==> config.mk <==
export PLATFORM = sky130hd
export DESIGN_NAME = bht_update_sched
export DESIGN_NICKNAME = d
export VERILOG_FILES = /design/src/rtl/ariane_pkg.sv /design/src/rtl/fifo_v3.sv /design/src/rtl/bht_update_sched.sv
export SDC_FILE = /design/constraint.sdc
export NUM_CORES = 1
export LEC_CHECK = 0
export ABC_AREA = 0
export CELL_PAD_IN_SITES_DETAIL_PLACEMENT = 0
export CELL_PAD_IN_SITES_GLOBAL_PLACEMENT = 1
export CORE_MARGIN = 2
export CORE_UTILIZATION = 45
export DETAILED_ROUTE_END_ITERATION = 7
export GPL_ROUTABILITY_DRIVEN = 0
export PLACE_DENSITY = 0.86
export SLEW_MARGIN = 20
export SYNTH_ARGS = -nofsm -noshare
export SYNTH_HDL_FRONTEND = slang
export SYNTH_SLANG_ARGS = --single-unit
==> constraint.sdc <==
create_clock -name clk_i -period 3.6 [get_ports clk_i]
set_input_delay 0.36 -clock clk_i [delete_from_list [all_inputs] [get_ports clk_i]]
set_output_delay 0.36 -clock clk_i [all_outputs]
set_load 0.02 [all_outputs]
==> src/rtl/ariane_pkg.sv <==
// Shared frontend types used by the BHT update scheduler.
// Holds the BHT update bundle, fetch width and scheduler state enum.
package ariane_pkg;

    localparam int unsigned VLEN            = 64;
    localparam int unsigned INSTR_PER_FETCH = 2;

    typedef struct packed {
        logic            valid;
        logic [VLEN-1:0] pc;
        logic            taken;
    } bht_update_t;

    typedef enum logic [1:0] {
        INIT,
        FLUSH,
        RUN
    } bht_sched_state_e;

endpackage

==> src/rtl/fifo_v3.sv <==
// Synchronous FIFO with optional fall-through and synchronous flush.
// Ports: clk_i, rst_ni, flush_i, full_o, empty_o, data_i/push_i, data_o/pop_i.
module fifo_v3 #(
    parameter bit          FALL_THROUGH = 1'b0,
    parameter int unsigned DATA_WIDTH   = 32,
    parameter int unsigned DEPTH        = 8,
    localparam int unsigned AW = (DEPTH > 1) ? $clog2(DEPTH) : 1
) (
    input  logic                  clk_i,
    input  logic                  rst_ni,
    input  logic                  flush_i,
    output logic                  full_o,
    output logic                  empty_o,
    input  logic [DATA_WIDTH-1:0] data_i,
    input  logic                  push_i,
    output logic [DATA_WIDTH-1:0] data_o,
    input  logic                  pop_i
);

    logic [AW-1:0]         rd_ptr, wr_ptr;
    logic [AW:0]           cnt;
    logic [DATA_WIDTH-1:0] mem [DEPTH];
    logic                  do_push, do_pop, bypass;

    assign full_o  = (cnt == (AW+1)'(DEPTH));
    assign empty_o = (cnt == '0) && !(FALL_THROUGH && push_i);
    assign data_o  = (FALL_THROUGH && cnt == '0) ? data_i : mem[rd_ptr];

    assign do_push = push_i && !full_o;
    assign do_pop  = pop_i && !empty_o;
    // fall-through word consumed in the same cycle never touches storage
    assign bypass  = FALL_THROUGH && (cnt == '0) && do_push && do_pop;

    always_ff @(posedge clk_i or negedge rst_ni) begin
        if (!rst_ni) begin
            rd_ptr <= '0;
            wr_ptr <= '0;
            cnt    <= '0;
            for (int i = 0; i < int'(DEPTH); i++) mem[i] <= '0;
        end else if (flush_i) begin
            rd_ptr <= '0;
            wr_ptr <= '0;
            cnt    <= '0;
        end else if (!bypass) begin
            if (do_push) begin
                mem[wr_ptr] <= data_i;
                wr_ptr      <= wr_ptr + AW'(1);
            end
            if (do_pop) rd_ptr <= rd_ptr + AW'(1);
            if (do_push && !do_pop) cnt <= cnt + (AW+1)'(1);
            else if (!do_push && do_pop) cnt <= cnt - (AW+1)'(1);
        end
    end

endmodule

==> src/rtl/bht_update_sched.sv <==
// BHT update scheduler: round-robin requester arbitration into a FIFO,
// one update per cycle to the BHT, and a row-by-row table clear sequencer.
// Ports: clk_i, rst_ni, flush_i, debug_mode_i, req_valid_i/req_update_i,
// req_ready_o, bht_update_o/bht_ready_i, clr_we_o/clr_addr_o, busy_o.
module bht_update_sched
    import ariane_pkg::*;
#(
    parameter int unsigned NR_ENTRIES = 1024,
    parameter int unsigned NR_REQ     = 2,
    parameter int unsigned FIFO_DEPTH = 4
) (
    input  logic                     clk_i,
    input  logic                     rst_ni,
    input  logic                     flush_i,
    input  logic                     debug_mode_i,
    input  logic        [NR_REQ-1:0] req_valid_i,
    input  bht_update_t [NR_REQ-1:0] req_update_i,
    output logic        [NR_REQ-1:0] req_ready_o,
    output bht_update_t              bht_update_o,
    input  logic                     bht_ready_i,
    output logic                     clr_we_o,
    output logic [$clog2(NR_ENTRIES/INSTR_PER_FETCH)-1:0] clr_addr_o,
    output logic                     busy_o
);

    localparam int unsigned NR_ROWS = NR_ENTRIES / INSTR_PER_FETCH;
    localparam int unsigned RW      = $clog2(NR_ROWS);
    localparam int unsigned QW      = (NR_REQ > 1) ? $clog2(NR_REQ) : 1;

    bht_sched_state_e state_q, state_d;
    logic [RW-1:0]    row_q, row_d;
    logic [QW-1:0]    rr_q, rr_d;
    logic [NR_REQ-1:0] grant;
    logic             found, flush_fifo;
    logic             fifo_full, fifo_empty;
    logic             push, pop, out_valid;
    bht_update_t      push_data, head;

    always_ff @(posedge clk_i or negedge rst_ni) begin
        if (!rst_ni) begin
            state_q <= INIT;
            row_q   <= '0;
            rr_q    <= '0;
        end else begin
            state_q <= state_d;
            row_q   <= row_d;
            rr_q    <= rr_d;
        end
    end

    always_comb begin
        int unsigned idx;
        state_d    = state_q;
        row_d      = row_q;
        rr_d       = rr_q;
        grant      = '0;
        found      = 1'b0;
        flush_fifo = 1'b0;
        idx        = 0;
        unique case (state_q)
            INIT: state_d = FLUSH;
            FLUSH: begin
                if (flush_i) begin
                    row_d = '0;
                end else if (row_q == RW'(NR_ROWS - 1)) begin
                    row_d   = '0;
                    state_d = RUN;
                end else begin
                    row_d = row_q + RW'(1);
                end
            end
            RUN: begin
                if (flush_i) begin
                    state_d    = FLUSH;
                    row_d      = '0;
                    flush_fifo = 1'b1;
                end else if (!fifo_full) begin
                    // first valid requester at or after rr_q, wrapping
                    for (int i = 0; i < int'(NR_REQ); i++) begin
                        idx = (int'(rr_q) + i) % NR_REQ;
                        if (!found && req_valid_i[idx]) begin
                            found      = 1'b1;
                            grant[idx] = 1'b1;
                            rr_d       = QW'((idx + 1) % NR_REQ);
                        end
                    end
                end
            end
            default: state_d = INIT;
        endcase
    end

    always_comb begin
        push_data = '0;
        for (int k = 0; k < int'(NR_REQ); k++) begin
            if (grant[k]) push_data = req_update_i[k];
        end
        push_data.valid = 1'b1;
    end

    // debug-mode updates are handshaken but never stored
    assign push      = (|grant) && !debug_mode_i;
    assign out_valid = !fifo_empty && (state_q == RUN);
    assign pop       = out_valid && bht_ready_i;

    fifo_v3 #(
        .FALL_THROUGH (1'b0),
        .DATA_WIDTH   ($bits(bht_update_t)),
        .DEPTH        (FIFO_DEPTH)
    ) i_fifo (
        .clk_i   (clk_i),
        .rst_ni  (rst_ni),
        .flush_i (flush_fifo),
        .full_o  (fifo_full),
        .empty_o (fifo_empty),
        .data_i  (push_data),
        .push_i  (push),
        .data_o  (head),
        .pop_i   (pop)
    );

    always_comb begin
        bht_update_o = '0;
        if (out_valid) begin
            bht_update_o       = head;
            bht_update_o.valid = 1'b1;
        end
    end

    assign req_ready_o = grant;
    assign clr_we_o    = (state_q == FLUSH);
    assign clr_addr_o  = row_q;
    assign busy_o      = (state_q != RUN);

endmodule

; Word level (Yosys, flattened, before mapping)
; Cells that the tools add are included.
[word_totals]
memories = 0
ramBits = 0
inputBits = 139
latch_bits = 0
out_inout_bits = 79
ff_bits = 283
mem_bits_ro = 0
wordCells = 115
[op_classes]
addsub = 7
mux = 48
reduce_logical = 29
multipliers = 0
bitwise_logic = 6
eq_ne = 8
n_shift = 0
n_div = 0
order_cmp = 7
[op_table]
columns = op, n
row1 = bitwise mux 264 bit, 1
row2 = 2-to-1 mux 65 bit, 4
row3 = binary-select mux 66 bit (select 2 bit), 1
row4 = demux 66 bit (select 2 bit), 1
row5 = 2-to-1 mux 66 bit, 2
row6 = 2-to-1 mux 2 bit, 15
row7 = 2-to-1 mux 9 bit, 3
row8 = case mux 9 bit (2 select lines), 1
row9 = 2-to-1 mux 1 bit, 14
row10 = logical AND 1 bit, 11
row11 = adder 9 x 1 -> 9 bit (second input constant), 1
row12 = == test 9 bit (second input constant), 1
row13 = 2-to-1 mux 3 bit, 3
row14 = nonzero test 2 bit, 4
row15 = >= comparator 3 bit (second input constant), 2
row16 = zero test 1 bit, 6
row17 = inequality test 2 bit (second input constant), 3
row18 = inverter 2 -> 3 bit, 2
row19 = case mux 2 bit (3 select lines), 1
row20 = adder 2 x 1 -> 2 bit (second input constant), 2
row21 = less-than comparator 1 x 2 -> 1 bit (second input constant), 2
row22 = AND reduction 2 bit, 2
row23 = AND reduction 4 bit, 1
row24 = adder 3 x 1 -> 3 bit (second input constant), 1
row25 = other kinds (16), 21

; Longest topological paths before layout
; Gate-level depths: netlist of run 1.
[depth]
ltp_word = 21
depth_mapped = 10
mapped_depth_nobuf = 9

; By module
; A second synthesis of run 1 with hierarchy kept.
[unflattened]
cells_unflattened = 1011
area_unflattened_um2 = 14166.1
[modules_own_cells]
columns = mod, area_each_um2, cells_each, seq_area_each_um2, instances
row1 = fifo_v3, 12085.3, 701, 6781.5, 1
row2 = bht_update_sched, 2080.7, 310, 300.3, 1

; Worst setup path after synthesis of run 1
; Ideal clock, no wire load.
[synth_path]
path_kind = register -> register
from = register row_q[0], in the netlist clr_addr_o[0]
to = register row_q[4], in the netlist clr_addr_o[4]
arrival_time_ps = 2514
path_stages_with_launch = 9
setup_time_ps = 66
period_less_slack_ps = 2580
required_ps = 3534
path_slack_ps = 1020
path_buffers = 0
cell_sequence = dfrtp_1 > ha_1 > and3_1 > and3_1 > and3_1 > ha_1 > or4b_1 > or3b_2 > nand2_1
[synth_via]
elab_chain_len = 4
elab_cells_between_ends = 5
classes_between = add/sub (1) / eq/ne (1) / mux (3)
[synth_rtl]
columns = element, line_no
row1 = "start, declared", bht_update_sched.sv:31  ; logic [RW-1:0] row_q, row_d;
row2 = "start signal, assigned", bht_update_sched.sv:46  ; row_q <= row_d;
row3 = adder 9 x 1 -> 9 bit / == test 9 bit (equally long branches), "bht_update_sched.sv:69, bht_update_sched.sv:65"
row4 = 2-to-1 mux 9 bit (*), bht_update_sched.sv:65  ; end else if (row_q == RW'(NR_ROWS - 1)) begin
row5 = 2-to-1 mux 9 bit (*), bht_update_sched.sv:63  ; if (flush_i) begin
row6 = case mux 9 bit (2 select lines) (*), bht_update_sched.sv:60  ; unique case (state_q)
; Mark *: on every way between the ends. The rest lies on a longest branch, timed or not.
; A chain may end at the register's enable or synchronous reset.

==> results of run 1 <==
[state kept, by name, summed over array words and instances, names as in the netlist]
| register | cells |
|---|---|
| clr_addr_o | 9 |
| i_fifo.cnt | 3 |
| i_fifo.mem | 260 |
| i_fifo.rd_ptr | 2 |
| i_fifo.wr_ptr | 2 |
| rr_q | 1 |
| state_q | 2 |
[worst paths after layout]
path,cells past startpoint,startpoint,slack (ns),end
setup / recovery,4,i_fifo.rd_ptr[0],0.53,bht_update_o[5]
hold / removal,2,i_fifo.mem[106],0.47,i_fifo.mem[106]
setup reg to reg,8,clr_addr_o[0],0.78,clr_addr_o[4]
hold reg to reg,2,i_fifo.mem[106],0.47,i_fifo.mem[106]
max in group asynchronous,3,rst_ni,2.18,i_fifo.mem[9]
min in group asynchronous,2,rst_ni,0.49,i_fifo.mem[249]
[worst min-delay path, delay by kind of cell, from the launching register on]
kind	cells	cell delay, ns
DFF	1	0.34
and+or+nand+nor	1	0.04
AOI/OAI and AO/OA	1	0.06
[logic make-up after synthesis]
kind of cell,count (synthesis)
flops,279
fa+ha+maj,7
mux,69
xor+xnor,4
simple gates,379
buf+inv,115
compound gates,351
[cell usage after synthesis (all sizes together)]
cell type / instances
nand2: 271
o21ai: 271
a22oi: 65
mux2: 2
fa: 1
nand2b: 1
nor2b: 2
xnor2: 2
o21ba: 1
ha: 6
and2: 1
mux2i: 2
a31oi: 3
clkbuf: 44
and3b: 2
and3: 72
nand3: 5
or3b: 2
or2: 1
a21oi: 4
dfrtp: 279
nor3: 1
xor2: 2
a21boi: 2
a41oi: 1
o32ai: 1
o41ai: 1
o31ai: 1
inv: 10
mux4: 65
nor3b: 1
or4b: 1
or3: 1
nor2: 14
a2bb2oi: 1
buf: 61
nand4: 4
[through the flow]
step	utilization [%]	power (mW)	hold slack, ns	area, um2	setup slack, ns
finish	58.9	7.10	0.473	16400	0.526
floorplan	-	3.40	0.0644	12800	1.02
global placement	54.7	3.70	0.456	15300	0.800
global route	58.9	7.36	0.498	16400	0.415
CTS	58.9	7.18	0.478	16400	0.462
detailed placement	54.7	3.70	0.465	15300	0.796
[per-layer routing]
metal | wire length [um] | vias up | share of wire, % | global-route usage, %
met4 | 779 | 0 | 2.5 | 6.04
met3 | 1450 | 44 | 4.7 | 2.99
met5 | 0 | - | 0 | 0
li1 | - | 4611 | - | -
met1 | 13900 | 4756 | 45 | 30.1
met2 | 14900 | 235 | 48 | 34.4
[power breakdown]
group / internal (mW) / switching (mW) / total (mW) / leakage [nW]
logic: 0.224 / 0.244 / 0.468 / 2.72
registers: 3.15 / 0.0154 / 3.17 / 3.87
clock network: 2.20 / 1.26 / 3.46 / 0.553
total: 5.58 / 1.52 / 7.10 / 7.15
[layout make-up]
cell class,instances,area [um2]
flip-flops and latches,279,6990
clock inverters,17,280
repair buffers,236,2430
fillers,2375,11500
diodes,2,5.00
well taps,378,473
clock buffers,39,866
multi-input cells,810,5370
inverters,10,37.5
[timing repair]
item,in CTS,in global routing
endpoints found under the hold margin,111,0
setup endpoints to repair,0,0
hold buffers,1,0
==> metrics.txt, run 1 <==
post-synthesis compound-gate area fraction=around 15%; CTS Buf Count=31; sequential area share after synthesis=roughly 54%; outcome=finished, final reports clean; post-synthesis adder-cell area fraction=0.741%; CTS tree=done; Die Area=roughly 30,000 um2; Slew HR=between 40% and 50%; count of pins over their slew limit=0; MaxCap Viol Count=0; Final period util=85.4%; Clock Sinks=279; # placed instances=~1.7k; synthesized flop and latch total=approximately 280; share of post-route cells with drive strength above 1=between 10% and 20%; commonest non-fill, non-tap cell in the layout=dfrtp_1; Longest Clk Path Bufs=3; Remaining DRCs=0; Clock Latency Late Sink=about 0.54 ns; ranking of synthesized cells by area=dfrtp_1 (54%), mux4_2 (11%), nand2_1 (7.9%); I/O pins=218; WL final=approximately 31,000 um; Post-Route Setup TNS=0 ns; WP data required=between 3 and 4 ns; crit path buf inv count=2; CORE AREA=about 28,000 um2; critical path endpoint category=output port; syn nets=1,350; final setup fails=0; Hold Violations, Final=0; mapped cell area=about 13,000 um2; CP arrival=roughly 2.7 ns; vias per cell=about 5.4; routed length per instance=~18 um; most frequent cells in the layout=dfrtp_1 (277), nand2_1 (271), clkdlybuf4s50_1 (214); Synth cell types=between 40 and 50; initial antenna violation count=2; Post-Syn Area per Cell=roughly 11 um2; Min-Delay Path Class=register to register; startpoint types=register; Post-CTS Setup Bufs=0; largest net degree at the start of global routing=roughly 130; LEAKAGE=7.15 nW; DR pass1 iterations=5; PostCTS Resize Cnt=0; CP Max Fanout=32; clk_skew=about 0.0094 ns; cell with the largest stage delay on the worst path=mux4_2; total gr overflow=0; Worst-path clk slew=~0.060 ns; fmax=between 300 and 400 MHz; Final ANT Viol Nets=0; mux cell area share after synthesis=roughly an eighth; die height=approximately 170 um; first-pass GRT wire length=about 52,000 um; largest family of logic cells by synthesized area=compound AO/OA/AOI/OAI gates; # port buffers=215; Total GRT Usage=approximately a fifth; RSZ-0062 raised after global routing=false; initial core utilization=approximately 46%; synth warn=0; vias in the first global route=about 9.8k; crit-path cells=buf_12, mux4_2, and3_1, clkdlybuf4s50_1; Post-Synthesis Cells=about 1.2k; Synth area leader=dfrtp_1; Crit path largest cell delay=between 0.5 and 0.6 ns; Iter 0 DRT Violations=roughly 690; xor and xnor fraction of the mapped netlist area=less than 1%; Crit Path Class=register to output port; vias=approximately 9.6k; Yosys top cell area share=between 50 and 60%; HPWL after DPL=18,800 um; delay-heaviest family, CP=buffers and inverters; Final Non-Filler Cells=1,771; Die X=~170 um; post-route minimum period=roughly 3.1 ns; fin nets=1,514; row count=between 60 and 70; post-synthesis simple-gate area fraction=approximately an eighth; Worst-Margin Slew=around 0.9 ns; Layout area overhead=28.1%; Root Driver=clkbuf_16; PD cells=~430 nW/um2; H-tree depth=1; Peak VDD IR=0.298 mV
(Power assumes the default switching activity.)
==> run 2: changes to the inputs <==
--- a/config.mk
+++ b/config.mk
@@ -9,10 +9,10 @@
 export CELL_PAD_IN_SITES_DETAIL_PLACEMENT = 0
 export CELL_PAD_IN_SITES_GLOBAL_PLACEMENT = 1
 export CORE_MARGIN = 2
-export CORE_UTILIZATION = 45
+export CORE_UTILIZATION = 42
 export DETAILED_ROUTE_END_ITERATION = 7
 export GPL_ROUTABILITY_DRIVEN = 0
-export PLACE_DENSITY = 0.86
+export PLACE_DENSITY = 0.81
 export SLEW_MARGIN = 20
 export SYNTH_ARGS = -nofsm -noshare
 export SYNTH_HDL_FRONTEND = slang
==> constraint.sdc (replaced) <==
create_clock -name clk_i -period 2.9 [get_ports clk_i]
set_input_delay 0.29 -clock clk_i [delete_from_list [all_inputs] [get_ports clk_i]]
set_output_delay 0.29 -clock clk_i [all_outputs]
set_load 0.02 [all_outputs]
==> metrics.txt, run 2 (synthesis results as in run 1) <==
R2R Setup Slk=0.34 ns (was 0.78 ns); Layout area overhead=29.6% (was 28.1%); PD cells=500 nW/um2 (was 432 nW/um2); LEAKAGE=8.01 nW (was 7.15 nW); r2r startpoint=clr_addr_o[0] (unchanged); Root Driver=clkbuf_16 (unchanged); WP data required=2.61 ns (was 3.24 ns); Min-Delay Path Class=primary input to async pin (was register to register); H-tree depth=1 (unchanged); first-pass GRT wire length=51,300 um (was 52,200 um); Worst-path clk slew=0.06 ns (about the same); count of pins over their slew limit=0 (unchanged); Clock Latency Late Sink=0.54 ns (about the same); Final Non-Filler Cells=1,805 (was 1,771); fmax=~350 MHz; outcome=finished, final reports clean (unchanged); I/O pins=218 (unchanged); max FFs per register=260 (unchanged); routed length per instance=17.6 um (was 17.5 um); most frequent cell on the critical path=buf_4; CORE AREA=30,300 um2 (was 27,900 um2); MaxCap Viol Count=0 (unchanged); Total GRT Usage=20.3% (was 21.2%); Slew HR=49.0% (was 41.0%); # port buffers=215 (unchanged); vias in the first global route=9,677 (was 9,838); clk_skew=0.00741 ns (was 0.00938 ns); CP arrival=2.55 ns (was 2.71 ns); final setup fails=0 (unchanged); Worst-Margin Slew=0.765 ns (was 0.885 ns); Reg2Reg Depth=8 (unchanged); crit path buf inv count=3 (was 2); vias=9,608 (was 9,646); row count=64 (was 61); Crit path largest cell delay=0.55 ns (about the same); crit-path cells=buf_4, buf_4, mux4_2, and3_1, clkdlybuf4s50_1 (was buf_12, mux4_2, and3_1, clkdlybuf4s50_1); Hold Violations, Final=0 (unchanged); hold slack=0.342 ns (was 0.473 ns); critical path endpoint category=output port (unchanged); Iter 0 DRT Violations=614 (was 685); largest net degree at the start of global routing=85 (was 131); Longest Clk Path Bufs=3 (unchanged); final core utilization=54.8% (was 58.9%); CTS Buf Count=31 (unchanged); diode count=0 (was 2); post-route cell area=16,600 um2 (was 16,400 um2); total gr overflow=0 (unchanged); Final period util=about 100%; die height=179 um (was 173 um); CTS tree=done (unchanged); Clock Sinks=279 (unchanged); Remaining DRCs=0 (unchanged); Reg-to-Reg End=clr_addr_o[4] (unchanged); Die Area=32,000 um2 (was 29,900 um2); share of post-route cells with drive strength above 1=12.0% (was 11.4%); Peak VDD IR=0.452 mV (was 0.298 mV); commonest non-fill, non-tap cell in the layout=dfrtp_1 (unchanged); fin nets=1,533 (was 1,514); HPWL after DPL=20,200 um (was 18,800 um); WL final=31,800 um (was 31,100 um); post-route minimum period=~2.8 ns; initial core utilization=42.3% (was 46.0%); Reg with most FFs=i_fifo.mem (unchanged); initial antenna violation count=0 (was 2); RSZ-0062 raised after global routing=false (unchanged); CP Max Fanout=4 (was 32); most frequent cells in the layout=dfrtp_1 (277), nand2_1 (271), o21ai_0 (200) (was dfrtp_1 (277), nand2_1 (271), clkdlybuf4s50_1 (214)); startpoint types=register (unchanged); Crit Path Class=register to output port (unchanged); Post-Route Setup TNS=0 ns (unchanged); delay-heaviest family, CP=buffers and inverters (unchanged); Final ANT Viol Nets=0 (unchanged); # placed instances=1,744 (was 1,712); vias per cell=5.32 (was 5.45); Area after DPL=15,500 um2 (was 15,300 um2); DR pass1 iterations=6 (was 5); cell with the largest stage delay on the worst path=clkdlybuf4s50_1 (was mux4_2); Die X=179 um (was 173 um)
run 2: changes by cell type in the layout (fill, tap and decap cells not counted), moves of 2 or more:
cell / before / now
clkdlybuf4s50_1: 214 / 164
clkinvlp_4: 4 / 0
dlygate4sd2_1: 0 / 12
buf_4: 11 / 19
clkbuf_1: 2 / 9
dlymetal6s2s_1: 0 / 38
buf_6: 0 / 2
bufinv_16: 7 / 1
buf_12: 9 / 17
diode_2: 2 / 0
clkbuf_8: 6 / 9
run 2: where the power goes:
part	internal (mW)	switching [mW]	leakage, nW
registers	3.92	0.0168	3.87
logic	0.295	0.314	3.64
clock network	2.27	1.50	0.492
run 2: worst register-to-register path, cell delays in order (launching register included):
cell and delay, ns:
dfrtp_1 0.42, ha_1 0.24, and3_1 0.22, and3_1 0.20, and3_1 0.18, ha_1 0.21
or4b_1 0.48, or3b_2 0.47, nand2_1 0.07
run 2: layer usage:
layer  part of all wire, %  routed length [um]  vias up  GRT usage, %
met4                   1.6                 510        0          3.90
met1                    44               14000     4744          27.1
met3                   4.0                1260       33          2.88
li1                      -                   -     4651             -
met5                     0                   0        -             0
met2                    50               16000      180          35.8
run 2: final cells by class:
type,instances,area [um2]
fillers,2656,13700
repair buffers,255,2760
well taps,396,495
clock buffers,49,933
multi-input cells,810,5370
clock inverters,6,58.8
flip-flops and latches,279,6990
inverters,10,37.5
run 2: timing repair:
action | in CTS | in global routing
hold buffers | 1 | 0
endpoints found under the setup margin | 57 | 51
resized for setup | 12 | 40
buffers inserted | 5 | 0
hold endpoints to repair | 78 | 0
run 2: how the worst max path moves through the flow:
| stage | slack, ns | to | cells past startpoint | from |
|---|---|---|---|---|
| 3_5_place_dp | 0.33 | clr_addr_o[5] | 8 | clr_addr_o[0] |
| 2_1_floorplan | 0.32 | clr_addr_o[4] | 8 | clr_addr_o[0] |
| 5_1_grt | 0.001 | bht_update_o[61] | 5 | i_fifo.rd_ptr[0] |
| 6_report | 0.06 | bht_update_o[0] | 5 | i_fifo.rd_ptr[0] |
| 4_1_cts | 0.0002 | bht_update_o[49] | 5 | i_fifo.rd_ptr[0] |
| 3_3_place_gp | 0.35 | clr_addr_o[4] | 8 | clr_addr_o[0] |
run 2: per-stage QoR:
| step | worst slack [ns] | total power [mW] |
|---|---|---|
| floorplan | 0.320 | 4.22 |
| global placement | 0.349 | 4.60 |
| detailed placement | 0.335 | 4.61 |
| CTS | 0.000181 | 8.42 |
| global route | 0.00112 | 8.65 |
| finish | 0.0623 | 8.31 |
==> run 3: changes to the inputs <==
--- a/config.mk
+++ b/config.mk
@@ -6,6 +6,7 @@
 export NUM_CORES = 1
 export LEC_CHECK = 0
 export ABC_AREA = 0
+export CAP_MARGIN = 20
 export CELL_PAD_IN_SITES_DETAIL_PLACEMENT = 0
 export CELL_PAD_IN_SITES_GLOBAL_PLACEMENT = 1
 export CORE_MARGIN = 2
==> results of run 3 <==
Same layout as run 2: the final DEF is identical, and so are final timing and power.
